===== src/rtl/gb_cpu_sequencer_pkg.sv =====
// gb_cpu_sequencer_pkg: shared types and constants for the M-cycle sequencer.
// Holds the per-M-cycle control word, the decoder schedule, the sequencer
// state encoding and the fixed FETCH / IDLE control words.
package gb_cpu_sequencer_pkg;

  localparam int DEF_T_PER_M = 4;
  localparam int DEF_MAX_M   = 6;

  typedef struct packed {
    logic       addr_pc;     // PC drives the address bus
    logic       mem_rd;
    logic       mem_wr;
    logic       pc_inc;
    logic [3:0] alu_op;
    logic [2:0] reg_src;
    logic [2:0] reg_dst;
    logic       cond_check;  // branch point: abort when cond_met is low
    logic       halt;        // HALT opcode final cycle
  } control_t;

  typedef struct packed {
    logic [2:0]                 m_cycles;
    control_t [0:DEF_MAX_M-1]   cycle;
  } schedule_t;

  typedef enum logic [1:0] {
    FETCH = 2'd0,
    EXEC  = 2'd1,
    HALT  = 2'd2
  } seq_state_t;

  localparam control_t FETCH_CTRL = '{
    addr_pc: 1'b1, mem_rd: 1'b1, mem_wr: 1'b0, pc_inc: 1'b1,
    alu_op: 4'd0, reg_src: 3'd0, reg_dst: 3'd0, cond_check: 1'b0, halt: 1'b0
  };

  localparam control_t IDLE_CTRL = '0;

  // Index of the final M-cycle; a zero or oversized count runs as one cycle.
  function automatic logic [2:0] last_m_idx(input logic [2:0] m_cycles,
                                            input logic [2:0] max_m);
    if (m_cycles == 3'd0 || m_cycles > max_m) begin
      return 3'd0;
    end
    return m_cycles - 3'd1;
  endfunction

endpackage


===== src/rtl/gb_cpu_sequencer_if.sv =====
// gb_cpu_sequencer_if: decoder/memory/datapath-facing signals of the
// sequencer. master = sequencer side, slave = surrounding core.
interface gb_cpu_sequencer_if;
  import gb_cpu_sequencer_pkg::*;

  schedule_t  schedule;
  logic [7:0] mem_rdata;
  logic       cond_met;
  logic       irq_pending;

  logic [7:0] opcode;
  logic       cb_prefix;
  control_t   ctrl;
  logic [2:0] m_idx;
  logic [1:0] t_phase;
  logic       instr_done;
  logic       halted;

  modport master (
    input  schedule, mem_rdata, cond_met, irq_pending,
    output opcode, cb_prefix, ctrl, m_idx, t_phase, instr_done, halted
  );

  modport slave (
    output schedule, mem_rdata, cond_met, irq_pending,
    input  opcode, cb_prefix, ctrl, m_idx, t_phase, instr_done, halted
  );

endinterface


===== src/rtl/gb_cpu_tcycle_counter.sv =====
// gb_cpu_tcycle_counter: wrapping T-cycle phase counter. m_edge is high on
// the last T-cycle of each M-cycle, the only clock where sequencer state moves.
module gb_cpu_tcycle_counter #(
  parameter int T_PER_M = 4
) (
  input  logic       clk,
  input  logic       reset,
  output logic [1:0] t_phase,
  output logic       m_edge
);

  localparam logic [1:0] T_LAST = 2'(T_PER_M - 1);

  assign m_edge = (t_phase == T_LAST);

  // Phase advances every clock and wraps at the end of the M-cycle.
  always_ff @(posedge clk) begin
    if (reset) begin
      t_phase <= 2'd0;
    end else if (m_edge) begin
      t_phase <= 2'd0;
    end else begin
      t_phase <= t_phase + 2'd1;
    end
  end

endmodule


===== src/rtl/gb_cpu_sequencer.sv =====
// gb_cpu_sequencer: plays back the decoder schedule one M-cycle at a time,
// owns the instruction register, the 0xCB prefix flag and the T-cycle phase.
// Optional HALT support is built when GB_CPU_SEQUENCER_HALT_EN is defined;
// otherwise the halt bit is ignored and halted stays low.
//
// state | meaning
// ------+-------------------------------------------------------------
// FETCH | standalone opcode fetch (after reset, failed branch, wake)
// EXEC  | running schedule.cycle[m_idx]; last cycle overlaps next fetch
// HALT  | waiting for irq_pending, bus idle
module gb_cpu_sequencer
  import gb_cpu_sequencer_pkg::*;
#(
  parameter int T_PER_M = DEF_T_PER_M,
  parameter int MAX_M   = DEF_MAX_M
) (
  input  logic               clk,
  input  logic               reset,
  gb_cpu_sequencer_if.master bus
);

  localparam logic [2:0] MAX_M_W = 3'(MAX_M);

  seq_state_t state_q, state_d;
  logic [2:0] m_idx_q, m_idx_d;
  logic [7:0] opcode_q, opcode_d;
  logic       cb_q, cb_d;
  logic       cond_fail_q, cond_fail_d;

  logic [1:0] t_phase;
  logic       m_edge;
  logic [2:0] last_idx;
  control_t   sched_ctrl;
  control_t   ctrl_c;
  logic       done_c;
  logic       halted_c;

  gb_cpu_tcycle_counter #(
    .T_PER_M (T_PER_M)
  ) u_tcycle (
    .clk     (clk),
    .reset   (reset),
    .t_phase (t_phase),
    .m_edge  (m_edge)
  );

  assign last_idx   = last_m_idx(bus.schedule.m_cycles, MAX_M_W);
  assign sched_ctrl = bus.schedule.cycle[m_idx_q];

`ifndef GB_CPU_SEQUENCER_HALT_EN
  logic unused_irq;
  assign unused_irq = bus.irq_pending;
`endif

  // State register; everything below only changes value on M-edges.
  always_ff @(posedge clk) begin
    if (reset) begin
      state_q     <= FETCH;
      m_idx_q     <= 3'd0;
      opcode_q    <= 8'h00;
      cb_q        <= 1'b0;
      cond_fail_q <= 1'b0;
    end else begin
      state_q     <= state_d;
      m_idx_q     <= m_idx_d;
      opcode_q    <= opcode_d;
      cb_q        <= cb_d;
      cond_fail_q <= cond_fail_d;
    end
  end

  // Next-state, IR/prefix updates and the per-state control word.
  always_comb begin
    state_d     = state_q;
    m_idx_d     = m_idx_q;
    opcode_d    = opcode_q;
    cb_d        = cb_q;
    cond_fail_d = cond_fail_q;
    ctrl_c      = IDLE_CTRL;
    done_c      = 1'b0;
    halted_c    = 1'b0;

    case (state_q)
      FETCH: begin
        ctrl_c = FETCH_CTRL;
        if (m_edge) begin
          opcode_d    = bus.mem_rdata;
          m_idx_d     = 3'd0;
          cb_d        = 1'b0;
          // A fetch that follows an aborted branch is where that
          // instruction is reported complete.
          done_c      = cond_fail_q;
          cond_fail_d = 1'b0;
          state_d     = EXEC;
        end
      end

      EXEC: begin
        ctrl_c = sched_ctrl;
        if (m_edge) begin
          if (sched_ctrl.cond_check && !bus.cond_met) begin
            state_d     = FETCH;
            m_idx_d     = 3'd0;
            cond_fail_d = 1'b1;
          end else if (m_idx_q >= last_idx) begin
            done_c  = 1'b1;
            m_idx_d = 3'd0;
`ifdef GB_CPU_SEQUENCER_HALT_EN
            if (sched_ctrl.halt && !bus.irq_pending) begin
              state_d = HALT;
              cb_d    = 1'b0;
            end else begin
              opcode_d = bus.mem_rdata;
              cb_d     = !cb_q && (opcode_q == 8'hCB);
            end
`else
            opcode_d = bus.mem_rdata;
            cb_d     = !cb_q && (opcode_q == 8'hCB);
`endif
          end else begin
            m_idx_d = m_idx_q + 3'd1;
          end
        end
      end

`ifdef GB_CPU_SEQUENCER_HALT_EN
      HALT: begin
        halted_c = 1'b1;
        if (m_edge && bus.irq_pending) begin
          state_d = FETCH;
        end
      end
`endif

      default: begin
        state_d = FETCH;
      end
    endcase
  end

  assign bus.opcode     = opcode_q;
  assign bus.cb_prefix  = cb_q;
  assign bus.ctrl       = ctrl_c;
  assign bus.m_idx      = m_idx_q;
  assign bus.t_phase    = t_phase;
  assign bus.instr_done = done_c;
  assign bus.halted     = halted_c;

endmodule


===== src/flat_wrapper.sv =====
// flat-port wrapper written by rule: the top's interface ports become plain ports
module gb_cpu_sequencer_flat import gb_cpu_sequencer_pkg::*;
#(
  parameter int T_PER_M = DEF_T_PER_M,
  parameter int MAX_M   = DEF_MAX_M
)
  (clk, reset, bus_schedule, bus_mem_rdata, bus_cond_met, bus_irq_pending, bus_opcode, bus_cb_prefix, bus_ctrl, bus_m_idx, bus_t_phase, bus_instr_done, bus_halted);
  gb_cpu_sequencer_if bus_i ();
  input  logic clk;
  input  logic reset;
  input wire logic [$bits(bus_i.schedule)-1:0] bus_schedule;
  input wire logic [$bits(bus_i.mem_rdata)-1:0] bus_mem_rdata;
  input wire logic [$bits(bus_i.cond_met)-1:0] bus_cond_met;
  input wire logic [$bits(bus_i.irq_pending)-1:0] bus_irq_pending;
  output wire logic [$bits(bus_i.opcode)-1:0] bus_opcode;
  output wire logic [$bits(bus_i.cb_prefix)-1:0] bus_cb_prefix;
  output wire logic [$bits(bus_i.ctrl)-1:0] bus_ctrl;
  output wire logic [$bits(bus_i.m_idx)-1:0] bus_m_idx;
  output wire logic [$bits(bus_i.t_phase)-1:0] bus_t_phase;
  output wire logic [$bits(bus_i.instr_done)-1:0] bus_instr_done;
  output wire logic [$bits(bus_i.halted)-1:0] bus_halted;
  assign bus_i.schedule = bus_schedule;
  assign bus_i.mem_rdata = bus_mem_rdata;
  assign bus_i.cond_met = bus_cond_met;
  assign bus_i.irq_pending = bus_irq_pending;
  assign bus_opcode = bus_i.opcode;
  assign bus_cb_prefix = bus_i.cb_prefix;
  assign bus_ctrl = bus_i.ctrl;
  assign bus_m_idx = bus_i.m_idx;
  assign bus_t_phase = bus_i.t_phase;
  assign bus_instr_done = bus_i.instr_done;
  assign bus_halted = bus_i.halted;
  gb_cpu_sequencer #(.T_PER_M(T_PER_M), .MAX_M(MAX_M)) u_core (.clk(clk), .reset(reset), .bus(bus_i));
endmodule

===== config.mk =====
export PLATFORM = sky130hd
export DESIGN_NAME = gb_cpu_sequencer_flat
export DESIGN_NICKNAME = d
export VERILOG_FILES = /design/src/rtl/gb_cpu_sequencer_pkg.sv /design/src/rtl/gb_cpu_sequencer_if.sv /design/src/rtl/gb_cpu_tcycle_counter.sv /design/src/rtl/gb_cpu_sequencer.sv /design/src/flat_wrapper.sv
export SDC_FILE = /design/constraint.sdc
export NUM_CORES = 1
export LEC_CHECK = 0
export ABC_AREA = 1
export BUFFER_PORTS_ARGS = -buffer_cell sky130_fd_sc_hd__buf_2
export CAP_MARGIN = 10
export CELL_PAD_IN_SITES_DETAIL_PLACEMENT = 1
export CELL_PAD_IN_SITES_GLOBAL_PLACEMENT = 2
export CORE_ASPECT_RATIO = 1.4
export CORE_MARGIN = 10
export CORE_UTILIZATION = 19
export CTS_CLUSTER_DIAMETER = 30
export DETAILED_ROUTE_END_ITERATION = 8
export GPL_TIMING_DRIVEN = 0
export PLACE_DENSITY_LB_ADDON = 0.05
export SLEW_MARGIN = 5
export SYNTH_ARGS = -nofsm -noshare
export SYNTH_HDL_FRONTEND = slang
export SYNTH_SLANG_ARGS = --single-unit

===== constraint.sdc =====
create_clock -name clk -period 5 [get_ports clk]
set_input_delay 0 -clock clk [delete_from_list [all_inputs] [get_ports clk]]
set_output_delay 0 -clock clk [all_outputs]
set_load 0.03 [all_outputs]

==> impl_summary.md, run 1 <==
Clock network
TritonCTS built the clock tree. The insertion delay of the later-clocked pin in the worst-skew pair is 0.25 ns. Buffers inserted to repair hold after CTS numbered 8. The tree built by TritonCTS fans out to 16 sinks. The number of gates resized after CTS was 0. The maximum buffer depth of the clock tree is 2. The buffer count from post-CTS setup fixing is 0. The master cell of the clock root buffer is sky130_fd_sc_hd__clkbuf_16. CTS built an H-tree with a depth of 1.

In this run, CTS created clock tree buffers numbering 3. Clock-pin slew was measured on the worst setup and hold paths at about 0.05 ns.

Timing
Across all setup checks in the final design, the least slack found is ~2.3 ns. For this run, the top clock speed supported by timing is between 0.3 and 0.4 GHz. After routing, the total negative slack on setup checks comes to 0 ns. The worst path uses 54.4% of the clock period.

The final critical delay including setup and external delays is 2.72 ns. The final number of max-transition violations is 0. Setup repair after global routing left no endpoint under its margin. The headroom to the max-slew limit is around 58%. The worst hold margin is around 0.071 ns. The transition time at the pin with the least slew margin is roughly 0.63 ns. The final clock skew is between 0.001 and 0.0015 ns. Setup violations remaining at the end of the flow were counted as 0. The hold violation count in the final report was 0.

Min path
The worst hold path passes through 4 cells. The worst min-delay path class is in -> reg.

Synth
The sequential cell area fraction in the yosys report is a little under a fifth. Counting every instance in the synthesized netlist gives 293. Counting flops and latches in the post-synthesis netlist gives 16.

The mapped netlist covers around 1800 um2. Yosys mapped the design onto 29 distinct sky130hd cell types. Yosys printed 0 warnings. The per-instance average area after synthesis is about 6.0 um2. The number of nets produced by synthesis is just over 400.

Critical path
Traced cell by cell, the critical path runs through inv_2 -> buf_2 -> buf_2 -> ha_1 -> o21ai_0 -> nand2_1 -> a21oi_1 -> nand2_1 -> nand3_4 -> buf_8 -> a21oi_2 -> buf_2. The sort of element at the start of the critical path is a flip-flop. STA classifies the critical path endpoint as an output port. The critical path in this run is classified as reg -> out. The critical path required time is 5.00 ns. The cell at the slowest stage of the critical path is sky130_fd_sc_hd__dfxtp_1. Counting buffers and inverters, the worst setup path is 12 cells deep. The critical path's largest stage delay is 0.37 ns. Data arrives at the worst endpoint at around 2.7 ns.

Of all nets on the critical path, the largest fanout is 10. The count of buffer and inverter cells on the critical path is 5. The cell seen most often among critical-path stages is sky130_fd_sc_hd__buf_2. The cell family contributing the most delay on the critical path is buffers and inverters. Measured in cells, the most critical reg-to-reg path has a length of 12.

Route
Signal routing reaches up to met5. For this block, the routed nets add up to about 9400 um of wire. After detailed routing, the average wire length per cell comes to 17.1 um. The average via count per standard cell is roughly 4.5. The pre-antenna-repair detailed-routing pass consisted of 4 iterations. In the routed design, unresolved DRC markers number 0.

The detail route stage leaves a number of antenna-violating nets equal to 0. The met3 routed wirelength is around 650 um. For this block, the initial DRC count from the detailed router was 37.

The routed length on met1 is between 3000 and 4000 um. The number of vias in the routed layout is between 2000 and 2500. The detailed route wirelength on metal2 is 4980 um.

GRT
The initial antenna violation count came to 1. Entering global routing, the biggest net connects 11 pins. The sum of overflow across all layers after global routing is 0. The via count of the first global-routing pass came to ~2700. The global router's overall resource usage is around an eighth. The first global-routing pass estimated ~15000 um of wire.

Power and ir drop
The clock network power share is 38.4%. Summed over all cells, the static leakage comes to between 1 and 1.5 nW. The fraction of power spent switching nets is 30.8%. The peak ir drop on the vdd network is 144 uV. The power per cell area is roughly 170 nW/um2. Per report_power, the sequential group accounts for about 30% of the total. The total net switching power is roughly 0.14 mW.

Combinational cells account for 31.2% of the total power. The internal portion of the total power is about 0.32 mW.

Final layout
The antenna diode count is 0. The end-of-flow core utilization is between 30% and 40%. In the final layout, the share of cells above drive strength 1 is ~40%. For this run, the post-layout net count is between 500 and 600. The signed area change from the synthesized netlist to the final layout is 57.0%.

Die
The total number of placement rows is 41. The floorplan step defined a core boundary enclosing 9030 um2. The vertical die dimension is ~130 um.

The effective utilization at floorplan is roughly 20%. Measured along the x axis, the die boundary spans slightly above 100 um. The die outline area is around 14000 um2. approximately 140 I/O pins were placed.

Status
The flow ran to the end, and the final reports show no timing, DRC or antenna violations.

Placement
The placed wire-length estimate after detailed placement is ~8000 um. The placer congestion estimate is 0.773. Buffers placed on the I/O ports in this run total 140.

The worst slack at placement is around 2.5 ns.

Run
The max-capacitance violation count is 0.
-- cells in the final DEF (no fill, tap or decap) --
master / n
sky130_fd_sc_hd__clkbuf_1: 10
sky130_fd_sc_hd__dlygate4sd3_1: 8
sky130_fd_sc_hd__ha_1: 8
sky130_fd_sc_hd__buf_8: 1
sky130_fd_sc_hd__dfxtp_1: 16
sky130_fd_sc_hd__buf_6: 2
sky130_fd_sc_hd__clkinv_1: 1
sky130_fd_sc_hd__o21ai_0: 53
sky130_fd_sc_hd__nor2_1: 47
sky130_fd_sc_hd__conb_1: 1
sky130_fd_sc_hd__clkbuf_16: 3
sky130_fd_sc_hd__nand3_4: 1
sky130_fd_sc_hd__inv_2: 3
sky130_fd_sc_hd__clkbuf_8: 1
sky130_fd_sc_hd__nand2_2: 4
sky130_fd_sc_hd__a21oi_2: 1
sky130_fd_sc_hd__nor3_1: 1
sky130_fd_sc_hd__a21oi_1: 19
sky130_fd_sc_hd__nand3_2: 3
sky130_fd_sc_hd__nand2_1: 41
sky130_fd_sc_hd__o21a_1: 12
sky130_fd_sc_hd__a21o_1: 1
sky130_fd_sc_hd__nor2_8: 1
sky130_fd_sc_hd__nor4_1: 1
sky130_fd_sc_hd__or2_2: 3
sky130_fd_sc_hd__o211ai_2: 1
sky130_fd_sc_hd__buf_4: 1
sky130_fd_sc_hd__inv_1: 27
sky130_fd_sc_hd__nor2_2: 9
sky130_fd_sc_hd__nand4_1: 3
sky130_fd_sc_hd__buf_2: 145
sky130_fd_sc_hd__o22ai_1: 17
-- power groups by stage --
stage / logic, mW / clock network (mW) / registers, mW
2_1_floorplan: 0.0616 / 0 / 0.158
3_3_place_gp: 0.142 / 0 / 0.145
3_5_place_dp: 0.143 / 0 / 0.145
4_1_cts: 0.148 / 0.182 / 0.142
5_1_grt: 0.163 / 0.189 / 0.144
6_report: 0.145 / 0.179 / 0.142
-- kinds of logic after synthesis --
family | Yosys count | share of synthesized area, %
buf+inv | 50 | 12.7
compound gates | 104 | 33.2
other cells | 1 | 0.213
fa+ha+maj | 8 | 5.68
flops | 16 | 18.2
simple gates | 114 | 30.0
-- cell usage after synthesis --
master                      n  area [um2]
sky130_fd_sc_hd__o21ai_0   53         265
sky130_fd_sc_hd__clkbuf_1  10        37.5
sky130_fd_sc_hd__o21a_1    12        90.1
sky130_fd_sc_hd__buf_8      1        15.0
sky130_fd_sc_hd__buf_6      2        22.5
sky130_fd_sc_hd__o211ai_2   1        12.5
sky130_fd_sc_hd__nor2_8     1        20.0
sky130_fd_sc_hd__a21oi_1   19        95.1
sky130_fd_sc_hd__nor3_1     1        5.00
sky130_fd_sc_hd__buf_4      1        7.51
sky130_fd_sc_hd__inv_1     27         101
sky130_fd_sc_hd__clkinv_1   1        3.75
sky130_fd_sc_hd__conb_1     1        3.75
sky130_fd_sc_hd__nand4_1    3        18.8
sky130_fd_sc_hd__o22ai_1   17         106
sky130_fd_sc_hd__nor4_1     1        6.26
sky130_fd_sc_hd__ha_1       8         100
sky130_fd_sc_hd__a21oi_2    1        8.76
sky130_fd_sc_hd__nand3_4    1        17.5
sky130_fd_sc_hd__nor2_2     9        56.3
sky130_fd_sc_hd__inv_2      3        11.3
sky130_fd_sc_hd__a21o_1     1        7.51
sky130_fd_sc_hd__or2_2      3        18.8
sky130_fd_sc_hd__nor2_1    47         176
sky130_fd_sc_hd__buf_2      5        25.0
sky130_fd_sc_hd__nand3_2    3        30.0
sky130_fd_sc_hd__dfxtp_1   16         320
sky130_fd_sc_hd__nand2_2    4        25.0
sky130_fd_sc_hd__nand2_1   41         154
-- path summary, 6_finish.rpt --
check | from | to | slack (ns)
max | u_core.bus.m_idx[0]$_SDFFE_PP0P_ | bus_instr_done | 2.28
min | reset | u_core.u_tcycle.t_phase[1]$_SDFF_PP0_ | 0.07
max reg2reg | u_core.bus.m_idx[0]$_SDFFE_PP0P_ | u_core.bus.cb_prefix$_SDFFE_PP0P_ | 2.56
min reg2reg | u_core.u_tcycle.t_phase[0]$_SDFF_PP0_ | u_core.u_tcycle.t_phase[0]$_SDFF_PP0_ | 0.44
-- state kept, by name, indices dropped and copies added, names as in the netlist --
signal                   cells
u_core.bus.cb_prefix         1
u_core.bus.m_idx             3
u_core.bus.opcode            8
u_core.cond_fail_q           1
u_core.u_tcycle.t_phase      2
u_core.state_q               1
-- per-stage QoR --
stage               cell area, um2  cells  total power, mW
finish                        2770    552            0.466
global route                  2770    552            0.496
CTS                           2770    552            0.473
detailed placement            2600    540            0.288
global placement              2600    540            0.287
floorplan                     1760    293            0.220
-- area by class of cell --
type	count	area (um2)
Multi-Input combinational cell	227	1220
Inverter	31	116
Sequential cell	16	320
Timing Repair Buffer	148	781
Fill cell	1214	6260
Tap cell	107	134
Clock buffer	4	88.8
Buffer	19	108
-- tightest hold or removal path, delay by kind of cell --
family / cells / cell delay (ns)
buffers and inverters: 2 / 0.20
and+or+nand+nor: 2 / 0.08
-- per-layer routing --
| metal | up-vias | global-route usage (%) |
|---|---|---|
| met2 | 81 | 24.6 |
| li1 | 1278 | - |
| met1 | 1114 | 14.4 |
| met5 | - | 0 |
| met4 | 2 | 3.03 |
| met3 | 8 | 3.29 |
No activity file was read; power rests on OpenSTA's default activity.
==> run 2: changes to the inputs <==
--- a/config.mk
+++ b/config.mk
@@ -5,7 +5,7 @@
 export SDC_FILE = /design/constraint.sdc
 export NUM_CORES = 1
 export LEC_CHECK = 0
-export ABC_AREA = 1
+export ABC_AREA = 0
 export BUFFER_PORTS_ARGS = -buffer_cell sky130_fd_sc_hd__buf_2
 export CAP_MARGIN = 10
 export CELL_PAD_IN_SITES_DETAIL_PLACEMENT = 1
==> constraint.sdc (replaced) <==
create_clock -name clk -period 2.5 [get_ports clk]
set_input_delay 0 -clock clk [delete_from_list [all_inputs] [get_ports clk]]
set_output_delay 0 -clock clk [all_outputs]
set_load 0.03 [all_outputs]
==> run 2 against run 1 <==
Total power rose by 110%; worst hold slack got worse by 0.053 ns; die area rose by 9.4%; final cell count fell by 7.8%; first-iteration DRC count rose by 46%; design area rose by 6.3%; combinational power rose by 130%; critical path type unchanged.
==> impl_summary.md, run 2 <==
Final layout
The flip-flop count of the largest register, all copies and words added was 8 (unchanged). The final layout net count is 494 (-13%). The signed area change from the synthesized netlist to the final layout is 49.8%. The final cell count without fillers is 509 (-7.8%). The number of filler cells placed in the layout was 1263 (+4.0%). Leaving out fill and tap cells, the most frequent cell in the layout is sky130_fd_sc_hd__buf_2. The fraction of layout cells with a size suffix above 1 is 46.8% (+6.6 points). The area of all placed cells without fillers is 2940 um2 (+6.3%). The antenna diode count was 0 (unchanged). The top cell types in the final layout, fill and taps aside, are sky130_fd_sc_hd__buf_2 (141), sky130_fd_sc_hd__nor2_1 (29), sky130_fd_sc_hd__nand2_1 (20), sky130_fd_sc_hd__mux2i_1 (16).

Timing
The final number of max-transition violations is 0 (unchanged). The setup TNS is 0 ns (unchanged). The final setup violation count is 0 (unchanged). The headroom to the max-slew limit is 56.0% (-1.9 points). The final clock skew is 0.00392 ns (+0.00274 ns). The minimum setup slack in the final design was 0.170 ns (-2.11 ns). The worst path in the final design needs a cycle of 2.33 ns, including I/O delays and setup. The hold violation count in the final report is 0 (unchanged).

Setup repair after global routing left no endpoint under its margin. The final period utilization is 93.2%. The transition time at the pin with the least slew margin is 0.660 ns (+0.0281 ns). The fmax is roughly 0.43 GHz.

Synth
The area share of fa/ha/maj cells after synthesis was 5.10% (-0.58 points). The flop and latch count out of synthesis is 16 (unchanged). The number of enable-type register cells in the synthesized netlist came to 0 (unchanged). The parity-gate share of the synthesized area counting xor and xnor cells is 0% (unchanged). The async set or reset register ratio after synthesis is 0% (unchanged). The total of warnings raised by yosys is 0 (unchanged). The cell taking the most area after synthesis is sky130_fd_sc_hd__mux4_2. The number of nets produced by synthesis was 350 (-15%). The fraction of synthesized area in multiplexers was 26.5% (+27 points). The compound-gate portion of the synthesized area came to 21.3% (-12 points). In the synthesized netlist, the cells that appear most often are sky130_fd_sc_hd__nor2_1 (29), sky130_fd_sc_hd__nand2_1 (20), sky130_fd_sc_hd__clkbuf_1 (16), sky130_fd_sc_hd__dfxtp_1 (16), sky130_fd_sc_hd__mux2i_1 (16). The sequential cell area fraction in the yosys report was 16.3% (-1.9 points). The number of instances in the synthesized netlist is 231 (-21%). The most instantiated library cell after synthesis is sky130_fd_sc_hd__nor2_1. By area the synthesized netlist is led by sky130_fd_sc_hd__mux4_2 (17%), sky130_fd_sc_hd__dfxtp_1 (16%), sky130_fd_sc_hd__mux2i_1 (8.2%).

By area, the combinational part of the netlist is dominated by multiplexers. The top cell type's share of synthesized area is 17.2% (-0.97 points). The synthesized-area fraction occupied by and/or/nand/nor cells is 23.0% (-7.0 points).

The netlist area before placement is 1960 um2 (+11%). The main flop type after synthesis is sky130_fd_sc_hd__dfxtp_1. The per-instance average area after synthesis is 8.50 um2 (+41%). The distinct cell type count after synthesis is 41 (+41%).

GRT
The global router's overall resource usage is 13.2% (-0.10 points). The largest net degree at the start of global routing came to 11 (unchanged). The wire length of the first global-routing pass was 15500 um (+6.8%). The via count of the first global-routing pass is 2507 (-6.9%). The initial antenna violation count was 0 (-1). The sum of overflow across all layers after global routing is 0 (unchanged).

Placement
The number of placed instances, taps included is 505 (-6.5%). The worst slack at placement came to -0.246 ns (-2.70 ns). The placed wire-length estimate after detailed placement came to 8570 um (+9.7%).

The placer congestion estimate came to 0.764 (-1.1%). The number of I/O port buffers is 139 (-0.71%). The cell area after placement is 2830 um2 (+9.0%).

Run
The max-capacitance violation count is 0 (unchanged).

Die
The effective utilization at floorplan was 19.6% (+0.11 points). The vertical die dimension is 140 um (+4.7%). The die outline area came to 14900 um2 (+9.4%). The die extent in x was 106 um (+4.5%). The top-level port count came to 143 (unchanged). The core outline area was 10000 um2 (+11%). The total number of placement rows is 43 (+4.9%).

Route
The DRC violations left is 0 (unchanged). The number of search-and-repair iterations in the first detailed-routing pass is 4 (unchanged). The detailed-route wire length is 10200 um (+8.4%). The antenna violation net count after detailed routing is 0 (unchanged). The iteration-0 DRC count of the detailed router was 54 (+46%).

The routed length per placed instance is 20.1 um (+18%). The number of vias in the routed layout is 2392 (-3.7%). The average via count per standard cell is 4.70 (+4.5%).

Clock network
The clock edge transition at the registers on the reported setup and hold paths came to 0.06 ns (about the same). The maximum buffer depth of the clock tree was 2 (unchanged). The level count of the clock H-tree is 1 (unchanged). The hold-fix buffer count after cts is 0 (-8). The master cell of the clock root buffer is sky130_fd_sc_hd__clkbuf_16.

The insertion delay of the later-clocked pin in the worst-skew pair is 0.25 ns (about the same). The buffer count from post-CTS setup fixing came to 0 (unchanged). The clock tree from TritonCTS is done. The TritonCTS buffer count is 3 (unchanged). The clock sink count was 16 (unchanged).

Critical path
The critical path's largest stage delay is 0.43 ns (+0.06 ns). The critical path endpoint category is an output port. STA classifies the critical path startpoint as a flip-flop. The peak fanout along the critical path is 10 (unchanged). The largest individual stage delay along the critical path comes from the cell sky130_fd_sc_hd__dfxtp_1.

The count of buffer and inverter cells on the critical path is 3 (-2). The signal on the critical path passes through buf_6 -> mux2_2 -> nand3_1 -> buf_2 -> nand4_1 -> a21boi_1 -> buf_4. The cell family contributing the most delay on the critical path is buffers and inverters.

The critical path in this run is classified as reg -> out. The critical path required time is 2.50 ns (-2.50 ns). The worst endpoint data arrival time is 2.33 ns (-0.39 ns).

Power and ir drop
The total leakage power is 1.25 nW (-16%). The overall power of the completed layout is 0.965 mW (+110%). The power per cell area was 328 nW/um2 (+95%). The peak ir drop on the vdd network is 409 uV (+180%).

Status
The flow ran to the end, and the final reports show no timing, DRC or antenna violations.

Min path
The path class of the tightest hold or removal check is in -> reg.
## run 2: cell type report
type                            count  area, um2  share of cell area [%]
Multi-Input combinational cell    182       1490                    50.8
Timing Repair Buffer              139        698                    23.7
Sequential cell                    16        322                    10.9
Tap cell                          135        169                    5.74
Buffer                             25        139                    4.72
Clock buffer                        4       88.8                    3.02
Inverter                            8       30.0                    1.02
## run 2: logic make-up (layout without fill, tap and decap cells)
group                    count (synthesis)  after routing
AO/OA/AOI/OAI                           53             53
buffers and inverters                   33            176
AND/OR/NAND/NOR                         87             87
multiplexers                            33             33
flip-flops                              16             16
other                                    1              1
adder cells (fa/ha/maj)                  8              8
## run 2: final timing paths
kind / endpoint / slack [ns] / start / cells after the start
setup / recovery: bus_instr_done / 0.17 / u_core.bus.m_idx[1]$_SDFFE_PP0P_ / 7
hold / removal: u_core.bus.opcode[1]$_SDFFE_PP0P_ / 0.02 / bus_mem_rdata[1] / 3
setup reg to reg: u_core.bus.cb_prefix$_SDFFE_PP0P_ / 0.22 / u_core.bus.m_idx[0]$_SDFFE_PP0P_ / 9
hold reg to reg: u_core.u_tcycle.t_phase[0]$_SDFF_PP0_ / 0.45 / u_core.u_tcycle.t_phase[0]$_SDFF_PP0_ / 1
## run 2: through the flow
step | util [%] | hold slack (ns)
final | 29.4 | 0.0177
after global routing | 29.4 | 0.0313
after CTS | 29.3 | 0.0162
after detailed placement | 28.3 | 0.278
after global placement | 28.3 | 0.269
after floorplan | - | 0.162
## run 2: power breakdown
| group | switching, mW | internal [mW] | total, mW | leakage (nW) |
|---|---|---|---|---|
| combinational | 0.182 | 0.147 | 0.329 | 1.07 |
| clock | 0.113 | 0.244 | 0.357 | 0.0442 |
| sequential | 0.0102 | 0.269 | 0.279 | 0.130 |
## run 2: repair_timing
action / CTS / global route
cloned: 0 / 0
gates resized for setup: 5 / 4
endpoints found under the setup margin: 13 / 2
endpoints found under the hold margin: 0 / 0
## run 2: worst min-delay path: stages
cell,delay [ns]
sky130_fd_sc_hd__buf_2,0.09
sky130_fd_sc_hd__a31oi_1,0.07
sky130_fd_sc_hd__o311ai_1,0.08
## run 2: per-layer routing
layer	routed length [um]	vias up	part of all wire [%]	track usage, %
met4	104	0	1.0	3.36
met2	5310	95	52	23.8
met1	4030	1126	39	14.4
met5	0	-	0	0
li1	-	1161	-	-
met3	776	10	7.6	4.13
